**src/rtl/moi_search_ctrl.sv**
```systemverilog
// -----------------------------------------------------------------------------
// moi_search_ctrl
//
// Sequential search controller. A single match-or-inverse comparator
// (entry == key or entry == ~key) is time-shared across a DEPTH-entry table:
// on an accepted start the latched key is compared against one table entry per
// clock, and the first valid hit (or a full miss) is reported with a one-cycle
// done pulse.
//
// Ports
//   clk        in   clock, all state on rising edge
//   rst_n      in   asynchronous active-low reset
//   wr_en      in   table write strobe (sets the entry's valid bit)
//   wr_addr    in   write index; indices >= DEPTH are ignored
//   wr_data    in   write data
//   clr_valid  in   clear all valid bits (a same-cycle write still lands valid)
//   start      in   begin a search, sampled in IDLE only
//   abort      in   cancel a search in progress; no done pulse, results held
//   key        in   search key, captured on an accepted start
//   busy       out  high while scanning
//   done       out  one-cycle pulse when a search completes
//   hit        out  a valid entry matched
//   hit_inv    out  the match was inverse (entry == ~key)
//   hit_idx    out  index of the first match (0 on a miss)
// -----------------------------------------------------------------------------
module moi_search_ctrl #(
  parameter int WIDTH  = 8,
  parameter int DEPTH  = 16,
  parameter int ADDR_W = 4
) (
  input  logic              clk,
  input  logic              rst_n,
  input  logic              wr_en,
  input  logic [ADDR_W-1:0] wr_addr,
  input  logic [WIDTH-1:0]  wr_data,
  input  logic              clr_valid,
  input  logic              start,
  input  logic              abort,
  input  logic [WIDTH-1:0]  key,
  output logic              busy,
  output logic              done,
  output logic              hit,
  output logic              hit_inv,
  output logic [ADDR_W-1:0] hit_idx
);

  localparam logic [ADDR_W:0]   DEPTH_W  = (ADDR_W+1)'(DEPTH);
  localparam logic [ADDR_W-1:0] LAST_IDX = ADDR_W'(DEPTH - 1);

  typedef enum logic [1:0] {
    ST_IDLE,
    ST_SCAN,
    ST_DONE
  } state_e;

  state_e             state_q;
  logic [ADDR_W-1:0]  idx_q;
  logic [WIDTH-1:0]   key_q;
  logic [WIDTH-1:0]   mem_q [DEPTH];
  logic [DEPTH-1:0]   valid_q, valid_d;
  logic               busy_q, done_q, hit_q, hit_inv_q;
  logic [ADDR_W-1:0]  hit_idx_q;

  logic               wr_ok;
  logic [WIDTH-1:0]   cmp_entry;
  logic               cmp_exact, cmp_inv, cmp_hit;

  assign wr_ok = wr_en && ({1'b0, wr_addr} < DEPTH_W);

  // ---------------------------------------------------------------------------
  // Table storage
  // ---------------------------------------------------------------------------
  // NOTE: table data has no reset; the valid bits alone decide whether an
  // entry can ever be compared, so resetting the array would only add muxes.
  always_ff @(posedge clk) begin
    if (wr_ok) begin
      mem_q[wr_addr] <= wr_data;
    end
  end

  // Clear first, then set: a write coinciding with clr_valid stays valid.
  always_comb begin
    // NOTE: assign a default before any conditional update in combinational
    // logic, otherwise paths that skip an assignment infer a latch.
    valid_d = valid_q;
    if (clr_valid) begin
      valid_d = '0;
    end
    if (wr_ok) begin
      valid_d[wr_addr] = 1'b1;
    end
  end

  always_ff @(posedge clk or negedge rst_n) begin
    if (!rst_n) begin
      valid_q <= '0;
    end else begin
      // NOTE: sequential state is always updated with non-blocking
      // assignments so every flop samples pre-edge values.
      valid_q <= valid_d;
    end
  end

  // ---------------------------------------------------------------------------
  // The single shared comparator. It reads the table as it stands during the
  // current cycle, so a write landing on the entry under compare only becomes
  // visible if that entry is revisited (it never is).
  // ---------------------------------------------------------------------------
  always_comb begin
    cmp_entry = mem_q[idx_q];
    cmp_exact = (cmp_entry == key_q);
    cmp_inv   = (cmp_entry == ~key_q);
    cmp_hit   = valid_q[idx_q] && (cmp_exact || cmp_inv);
  end

  // ---------------------------------------------------------------------------
  // Search FSM with registered outputs
  // ---------------------------------------------------------------------------
  always_ff @(posedge clk or negedge rst_n) begin
    if (!rst_n) begin
      state_q   <= ST_IDLE;
      idx_q     <= '0;
      key_q     <= '0;
      busy_q    <= 1'b0;
      done_q    <= 1'b0;
      hit_q     <= 1'b0;
      hit_inv_q <= 1'b0;
      hit_idx_q <= '0;
    end else begin
      done_q <= 1'b0;
      unique case (state_q)
        ST_IDLE: begin
          if (start) begin
            key_q   <= key;
            idx_q   <= '0;
            busy_q  <= 1'b1;
            state_q <= ST_SCAN;
          end
        end
        ST_SCAN: begin
          // abort wins over a same-cycle hit and leaves the results untouched.
          if (abort) begin
            busy_q  <= 1'b0;
            state_q <= ST_IDLE;
          end else if (cmp_hit) begin
            // Exact and inverse are exclusive, so !exact means inverse here.
            hit_q     <= 1'b1;
            hit_inv_q <= !cmp_exact;
            hit_idx_q <= idx_q;
            busy_q    <= 1'b0;
            done_q    <= 1'b1;
            state_q   <= ST_DONE;
          end else if (idx_q == LAST_IDX) begin
            hit_q     <= 1'b0;
            hit_inv_q <= 1'b0;
            hit_idx_q <= '0;
            busy_q    <= 1'b0;
            done_q    <= 1'b1;
            state_q   <= ST_DONE;
          end else begin
            idx_q <= idx_q + ADDR_W'(1);
          end
        end
        ST_DONE: begin
          // start is deliberately not sampled here: next accept is from IDLE.
          state_q <= ST_IDLE;
        end
        default: begin
          state_q <= ST_IDLE;
        end
      endcase
    end
  end

  assign busy    = busy_q;
  assign done    = done_q;
  assign hit     = hit_q;
  assign hit_inv = hit_inv_q;
  assign hit_idx = hit_idx_q;

endmodule

```
**config.mk**
```make
export PLATFORM = sky130hd
export DESIGN_NAME = moi_search_ctrl
export DESIGN_NICKNAME = d
export VERILOG_FILES = /design/src/rtl/moi_search_ctrl.sv
export SDC_FILE = /design/constraint.sdc
export NUM_CORES = 1
export LEC_CHECK = 0
export BUFFER_PORTS_ARGS = -buffer_cell sky130_fd_sc_hd__clkbuf_2
export CAP_MARGIN = 20
export CORE_AREA = 2 2 121 111
export CTS_BUF_LIST = sky130_fd_sc_hd__clkbuf_4
export CTS_CLUSTER_DIAMETER = 30
export DETAILED_ROUTE_END_ITERATION = 12
export DIE_AREA = 0 0 123 113
export PLACE_DENSITY = 0.76
export SLEW_MARGIN = 5
export SYNTH_ARGS = -nofsm -noshare
export SYNTH_HDL_FRONTEND = slang
export SYNTH_SLANG_ARGS = --single-unit
export TNS_END_PERCENT = 30
```
**constraint.sdc**
```tcl
create_clock -name clk -period 2.7 [get_ports clk]
set_input_delay 0.81 -clock clk [delete_from_list [all_inputs] [get_ports clk]]
set_output_delay 0.81 -clock clk [all_outputs]
set_load 0.05 [all_outputs]
```
==> Word level (Yosys, flattened, before mapping) <==
Memory sizes are Yosys's and may differ from the RTL's.
Index checks and enable logic that the tools add are counted.
{ "op_classes": {"n_addsub": 1, "order_cmp": 3, "eq_ne": 9, "n_mux": 31, "bitwise": 3, "n_reduce_logical": 12} }
{ "op_table": {"columns": ["op", "count"], "rows": [
  ["16-bit 2-to-1 mux", 2],
  ["4-bit 2-to-1 mux", 6],
  ["8-bit equality test", 2],
  ["16-bit bitwise OR", 1],
  ["1-bit 2-to-1 mux", 14],
  ["4-bit by 5-bit < comparator with 1-bit output (second input constant)", 2],
  ["2-bit 2-to-1 mux", 4],
  ["2-bit inequality test (second input constant)", 4],
  ["8-bit inverter", 1],
  ["4-bit case mux with 2 select lines", 1],
  ["3-bit AND reduction", 2],
  ["5-bit AND reduction", 1],
  ["4-bit by 1-bit adder with 4-bit output (second input constant)", 1],
  ["1-bit binary-select mux with 4-bit select", 1],
  ["1-bit demux with 4-bit select", 1],
  ["4-bit equality test (second input constant)", 1],
  ["4-bit by 1-bit greater-or-equal comparator with 1-bit output (second input constant)", 1],
  ["4-bit inequality test (second input constant)", 1],
  ["2-bit case mux with 2 select lines", 1],
  ["2-bit AND reduction", 2],
  ["2-bit nonzero test", 2],
  ["2-bit by 1-bit equality test with 1-bit output (second input constant)", 1],
  ["1-bit logical AND", 2],
  ["2-bit logical NOT", 1],
  ["other kinds (4)", 4]
]} }
{ "totals": {"ff_bits": 38, "ramBits": 128, "inputBits": 26, "output_inout_bits": 8, "wordCells": 69, "mem_count": 1} }
{ "mem_list": {"columns": ["name", "words", "word_bits", "rd", "rd_ports_with_merged_regs", "write_ports", "line", "rtl"], "rows": [
  ["mem_q", 16, 8, 1, 0, 1, "59", "logic [WIDTH-1:0] mem_q [DEPTH];"]
]} }

==> Longest topological paths before layout <==
{ "depth": {"ltp_word": 7, "depth_mapped": 13} }

==> Worst setup path after synthesis <==
Ideal clock, no wire load.
{ "synth_path": {"path_type": "reg2reg", "start": "register idx_q[1]", "end": "register hit_inv_q (netlist: hit_inv)", "arrival_ps": 2863, "t_required_ps": 2580, "slack_ps": -283, "path_stages_with_launch": 10, "cell_sequence": "dfrtp_1 > buf_6 > mux4_1 > mux4_2 > xor2_1 > inv_1 > a2111o_1 > o32ai_4 > nand2_4 > a31o_1"} }
{ "synth_between": {"elab_chain_cells": 6, "elab_cells_between_ends": 12, "classes_between": "3 x eq/ne; 3 x mux; 5 x reduce/logical; 1 x memory"} }
{ "synth_lines": {"columns": ["element", "line", "rtl"], "rows": [
  ["from (decl)", "57", "logic [ADDR_W-1:0] idx_q;"],
  ["from (signal assigned)", "161", "idx_q <= idx_q + ADDR_W'(1);"],
  ["memory 16 x 8 bit", null, null],
  ["8-bit equality test, on equally long branches", "111, 112", null],
  ["1-bit logical OR", "113", "cmp_hit = valid_q[idx_q] && (cmp_exact || cmp_inv);"],
  ["1-bit logical AND", "113", null],
  ["2-bit nonzero test (no line)", null, null],
  ["3-bit AND reduction (no line)", null, null],
  ["to (signal assigned)", "148", "hit_inv_q <= !cmp_exact;"],
  ["to (decl)", "61", "logic busy_q, done_q, hit_q, hit_inv_q;"]
]} }
Parallel ways exist; a longest one is shown, timed or not. The select of a mux whose other input is x is not followed.
A chain may end at the register's enable or synchronous reset.

==> Final worst setup path <==
Same ends and word-level chain as after synthesis.

==> report_table.html <==
<table>
<tr><th>Metric</th><th>Value</th></tr>
<tr><th colspan="2">Global routing</th></tr>
<tr><td>Maximum number of pins on one net before global-route repair</td><td>39</td></tr>
<tr><td>Global-route wire length before repair</td><td>23000 µm</td></tr>
<tr><td>Via count of the first global-routing pass</td><td>4033</td></tr>
<tr><td>Total routing resource utilization after global routing</td><td>a little under a quarter</td></tr>
<tr><td>Final global-route overflow total</td><td>0</td></tr>
<tr><td>Number of antenna violations at the first check in global routing</td><td>0</td></tr>
<tr><th colspan="2">Layout</th></tr>
<tr><td>Final net count</td><td>523</td></tr>
<tr><td>Sequential cell area</td><td>4800 µm²</td></tr>
<tr><td>Area of the multi-input gates</td><td>around 1900 µm²</td></tr>
<tr><td># fillers</td><td>~900</td></tr>
<tr><td>Fraction of layout cells with a size suffix above 1</td><td>33.4%</td></tr>
<tr><td>Diode insertion count for antenna repair</td><td>0</td></tr>
<tr><td>Non-Filler Cell Area, Final</td><td>around 8000 µm²</td></tr>
<tr><td>Synthesis-to-layout area growth</td><td>17.2%</td></tr>
<tr><td>Utilization of the core after routing</td><td>63.2%</td></tr>
<tr><th colspan="2">Detailed routing</th></tr>
<tr><td>DRC viols</td><td>0</td></tr>
<tr><td>Number of violations reported at the end of detailed-routing iteration 0</td><td>around 380</td></tr>
<tr><td>Routed wire per std cell</td><td>22.7 µm</td></tr>
<tr><td>First drt pass iteration count</td><td>6</td></tr>
<tr><td>Vias</td><td>3950</td></tr>
<tr><td>Number of nets with antenna violations after detailed routing</td><td>0</td></tr>
<tr><td>Routed Wire Length</td><td>around 15000 µm</td></tr>
<tr><td>Drt via density</td><td>around 5.9</td></tr>
<tr><th colspan="2">Pwr</th></tr>
<tr><td>Seq pwr share</td><td>49.7%</td></tr>
<tr><td>Power per cell area</td><td>739 nW/µm²</td></tr>
<tr><td>Sw Pwr</td><td>1.58 mW</td></tr>
<tr><td>Combinational power share</td><td>24.5%</td></tr>
<tr><td>Worst VDD drop</td><td>about 0.00035 V</td></tr>
<tr><td>Power consumption</td><td>5.88 mW</td></tr>
<tr><td>Switching fraction of total power</td><td>26.8%</td></tr>
<tr><td>Leak</td><td>2.93 nW</td></tr>
<tr><td>Internal power summed over all cells</td><td>4.30 mW</td></tr>
<tr><td>Clk network pwr share</td><td>25.9%</td></tr>
<tr><th colspan="2">Hold path</th></tr>
<tr><td>Worst min path class</td><td>in -&gt; async</td></tr>
<tr><th colspan="2">Place</th></tr>
<tr><td>Dpl ws</td><td>-0.412 ns</td></tr>
<tr><td>HPWL after detailed placement</td><td>9730 µm</td></tr>
<tr><td>Placer congestion estimate</td><td>0.822</td></tr>
<tr><td>Area after DPL</td><td>about 7400 µm²</td></tr>
<tr><td>Port Buf Inserts</td><td>33</td></tr>
<tr><th colspan="2">CTS</th></tr>
<tr><td>Htree depth</td><td>4</td></tr>
<tr><td>Number of clock buffers inserted by TritonCTS</td><td>17</td></tr>
<tr><td>Maximum buffer depth of the clock tree</td><td>2</td></tr>
<tr><td>Clock root buffer master</td><td>sky130_fd_sc_hd__clkbuf_4</td></tr>
<tr><td>TritonCTS clock tree</td><td>yes</td></tr>
<tr><td>Clock-pin transition on the worst setup and hold timing paths</td><td>0.13 ns</td></tr>
<tr><td>Clock Sinks</td><td>166</td></tr>
<tr><td>Clock insertion delay at the later pin of the skew report</td><td>0.57 ns</td></tr>
<tr><th colspan="2">STA</th></tr>
<tr><td>Final Cycle Share</td><td>114%</td></tr>
<tr><td>Worst-margin pin slew</td><td>0.957 ns</td></tr>
<tr><td>PnR worst setup slack</td><td>-0.385 ns</td></tr>
<tr><td>Setup repair after global routing missed its margin</td><td>yes</td></tr>
<tr><td>Setup TNS Final</td><td>-4.77 ns</td></tr>
<tr><td>Top achievable clock speed</td><td>around 320 MHz</td></tr>
<tr><td>Hold violation total from the final report</td><td>0</td></tr>
<tr><td>Final count of negative-setup-slack endpoints</td><td>14</td></tr>
<tr><td>Minimum clock period</td><td>3.09 ns</td></tr>
<tr><td>Final number of max-transition violations</td><td>0</td></tr>
<tr><td>Worst max-slew margin expressed relative to the limit</td><td>36.2%</td></tr>
<tr><td>Fin Clk Skew</td><td>0.0155 ns</td></tr>
<tr><th colspan="2">Outcome</th></tr>
<tr><td>Failing checks</td><td>setup timing</td></tr>
<tr><td>Outcome</td><td>complete, but fails checks</td></tr>
<tr><th colspan="2">Worst setup path</th></tr>
<tr><td>Crit path launch type</td><td>register</td></tr>
<tr><td>Data arrival time of the critical path</td><td>roughly 3.6 ns</td></tr>
<tr><td>Startpoint of the lowest-slack register-to-register path</td><td>idx_q[1]</td></tr>
<tr><td>WP data required</td><td>3.16 ns</td></tr>
<tr><td>Peak fanout along the critical path</td><td>7</td></tr>
<tr><td>R2R cell count</td><td>12</td></tr>
<tr><td>Crit path capture type</td><td>register</td></tr>
<tr><td>Reg-to-Reg End</td><td>hit_inv</td></tr>
<tr><td>Register-to-register setup slack</td><td>-0.39 ns</td></tr>
<tr><td>Critical Setup Path Class</td><td>reg -&gt; reg</td></tr>
<tr><th colspan="2">Synth</th></tr>
<tr><td>Mapped Nets</td><td>around 430</td></tr>
<tr><td>Number of distinct library cells after synthesis</td><td>46</td></tr>
<tr><td>Leading area contributor after synthesis</td><td>sky130_fd_sc_hd__edfxtp_1</td></tr>
<tr><td>Fraction of registers with async set/reset</td><td>a little under a quarter</td></tr>
<tr><td>Average instance area after synthesis</td><td>~17 µm²</td></tr>
<tr><td>Syn Std Cell Area</td><td>around 6800 µm²</td></tr>
<tr><td>Proportion of netlist area held by the largest area contributor</td><td>between 50% and 60%</td></tr>
<tr><td>Sequential element share of the synthesized area</td><td>70.6%</td></tr>
<tr><td>YS warnings</td><td>0</td></tr>
<tr><td>Cell types with the largest area share after synthesis</td><td>sky130_fd_sc_hd__edfxtp_1 (57%), sky130_fd_sc_hd__dfrtp_1 (14%), sky130_fd_sc_hd__mux4_2 (9.9%)</td></tr>
<tr><td>Prevailing post-synth register cell</td><td>sky130_fd_sc_hd__edfxtp_1</td></tr>
<tr><td>Number of enable flip-flop cells after synthesis</td><td>128</td></tr>
<tr><td>#FFs+latches synth</td><td>166</td></tr>
<tr><td>Synth Instances</td><td>406</td></tr>
<tr><th colspan="2">Job</th></tr>
<tr><td>Max-cap violations</td><td>0</td></tr>
<tr><th colspan="2">Floorplanning</th></tr>
<tr><td>Standard-cell row count</td><td>39</td></tr>
<tr><td>Core area</td><td>12600 µm²</td></tr>
<tr><td>Die boundary height</td><td>about 110 µm</td></tr>
<tr><td>Floorplan die area</td><td>13900 µm²</td></tr>
<tr><td>Die W</td><td>123 µm</td></tr>
<tr><td>Top-Level Pins</td><td>34</td></tr>
<tr><td>Initial Util</td><td>a little over half</td></tr>
</table>
-- timing repair --
item / in CTS / in global routing
gates resized for setup: 12 / 16
hold buffers: 0 / 0
endpoints found under the setup margin: 14 / 14
setup buffers: 6 / 6
pin swaps: 7 / 6
cloned: 0 / 0
-- through the flow --
stage | cells | hold WS, ns
after floorplan | 406 | 0.466
after global placement | 629 | 0.462
after detailed placement | 629 | 0.489
after CTS | 667 | 0.367
after global routing | 673 | 0.409
final | 673 | 0.375
-- cells by family (layout without fill, tap and decap cells) --
family                   count (synthesis)  count (layout)  share of synthesized area (%)
adder cells (fa/ha/maj)                  1               1                          0.184
XOR/XNOR                                 8               8                           1.03
AND/OR/NAND/NOR                         92              92                           6.26
flip-flops                             166             166                           70.6
multiplexers                            59              59                           14.5
buffers and inverters                   39             142                           2.76
AO/OA/AOI/OAI                           41              41                           4.70
-- area by class of cell --
class	count	share of cell area (%)
multi-input cells	201	23.7
flip-flops and latches	166	60.3
clock inverters	6	1.34
inverters	21	1.02
repair buffers	89	8.62
clock buffers	26	2.45
well taps	164	2.58
-- flip-flops by register name (all words and copies together), names as in the netlist --
register,cells
hit_inv,1
state_q,2
key_q,8
done,1
busy,1
valid_q,16
idx_q,4
hit,1
mem_q,128
hit_idx,4
-- layer usage --
layer  global-route usage [%]  vias up  share of wire [%]
met5                        0        -                  0
met4                     9.09        0                2.5
met3                     6.10       29                8.1
met2                     37.8      175                 50
met1                     30.6     2017                 40
li1                         -     1729                  -
-- cells in the mapped netlist (all sizes together) (2+ instances only) --
| library cell | n |
|---|---|
| o21bai | 6 |
| clkbuf | 8 |
| nand3 | 5 |
| or3 | 3 |
| o22ai | 12 |
| nor3 | 5 |
| buf | 10 |
| and3 | 2 |
| nand4 | 2 |
| o21ai | 3 |
| mux4 | 31 |
| nand2 | 43 |
| nor2 | 18 |
| a31oi | 2 |
| edfxtp | 128 |
| inv | 21 |
| and2 | 3 |
| xor2 | 3 |
| nand2b | 3 |
| nand3b | 2 |
| nor2b | 3 |
| dfrtp | 38 |
| xnor2 | 5 |
| mux2i | 28 |
| a22oi | 10 |
-- critical path, cell delays in order, from the launching register on --
cell	delay, ns
sky130_fd_sc_hd__dfrtp_2	0.41
sky130_fd_sc_hd__buf_12	0.13
sky130_fd_sc_hd__buf_6	0.12
sky130_fd_sc_hd__mux4_2	0.50
sky130_fd_sc_hd__mux4_2	0.49
sky130_fd_sc_hd__xor2_2	0.17
sky130_fd_sc_hd__buf_4	0.14
sky130_fd_sc_hd__a211oi_2	0.17
sky130_fd_sc_hd__nand4_1	0.20
sky130_fd_sc_hd__o32ai_4	0.19
sky130_fd_sc_hd__buf_12	0.16
sky130_fd_sc_hd__nand2_4	0.09
sky130_fd_sc_hd__a31o_1	0.21
-- how the worst max path moves through the flow --
stage	slack [ns]	to	startpoint
final	-0.39	hit_inv	idx_q[1]
after global routing	-0.47	busy	idx_q[0]
after CTS	-0.39	idx_q[2]	idx_q[1]
after detailed placement	-0.41	idx_q[2]	idx_q[1]
after global placement	-0.36	hit_inv	idx_q[1]
after floorplan	-0.25	hit_inv	idx_q[1]
-- cell usage in the layout, fill, tap and decap left out, types with 2 or more instances in the layout --
master	n
sky130_fd_sc_hd__buf_8	2
sky130_fd_sc_hd__bufinv_16	3
sky130_fd_sc_hd__mux4_2	31
sky130_fd_sc_hd__nand2_1	42
sky130_fd_sc_hd__and2_1	3
sky130_fd_sc_hd__mux2i_1	26
sky130_fd_sc_hd__inv_1	19
sky130_fd_sc_hd__or3_1	2
sky130_fd_sc_hd__xor2_2	2
sky130_fd_sc_hd__and3_1	2
sky130_fd_sc_hd__nand4_1	2
sky130_fd_sc_hd__dfrtp_1	37
sky130_fd_sc_hd__nor2b_1	2
sky130_fd_sc_hd__a22oi_1	10
sky130_fd_sc_hd__o21bai_1	6
sky130_fd_sc_hd__nor2_1	16
sky130_fd_sc_hd__clkbuf_4	26
sky130_fd_sc_hd__xnor2_2	3
sky130_fd_sc_hd__nand3_1	5
sky130_fd_sc_hd__o22ai_1	12
sky130_fd_sc_hd__edfxtp_1	128
sky130_fd_sc_hd__clkbuf_2	33
sky130_fd_sc_hd__clkinv_1	2
sky130_fd_sc_hd__nand3b_1	2
sky130_fd_sc_hd__buf_4	43
sky130_fd_sc_hd__buf_12	5
sky130_fd_sc_hd__mux2i_2	2
sky130_fd_sc_hd__nand2b_1	3
sky130_fd_sc_hd__buf_6	6
sky130_fd_sc_hd__xnor2_1	2
sky130_fd_sc_hd__nor3_1	5
-- power by group through the flow --
stage | clock (mW) | combinational [mW] | sequential (mW)
6_report | 1.52 | 1.44 | 2.92
5_1_grt | 1.65 | 1.53 | 2.93
4_1_cts | 1.55 | 1.33 | 2.92
3_5_place_dp | 0 | 1.26 | 2.97
3_3_place_gp | 0 | 1.22 | 2.97
2_1_floorplan | 0 | 0.770 | 2.97
(Power assumes the default switching activity.)
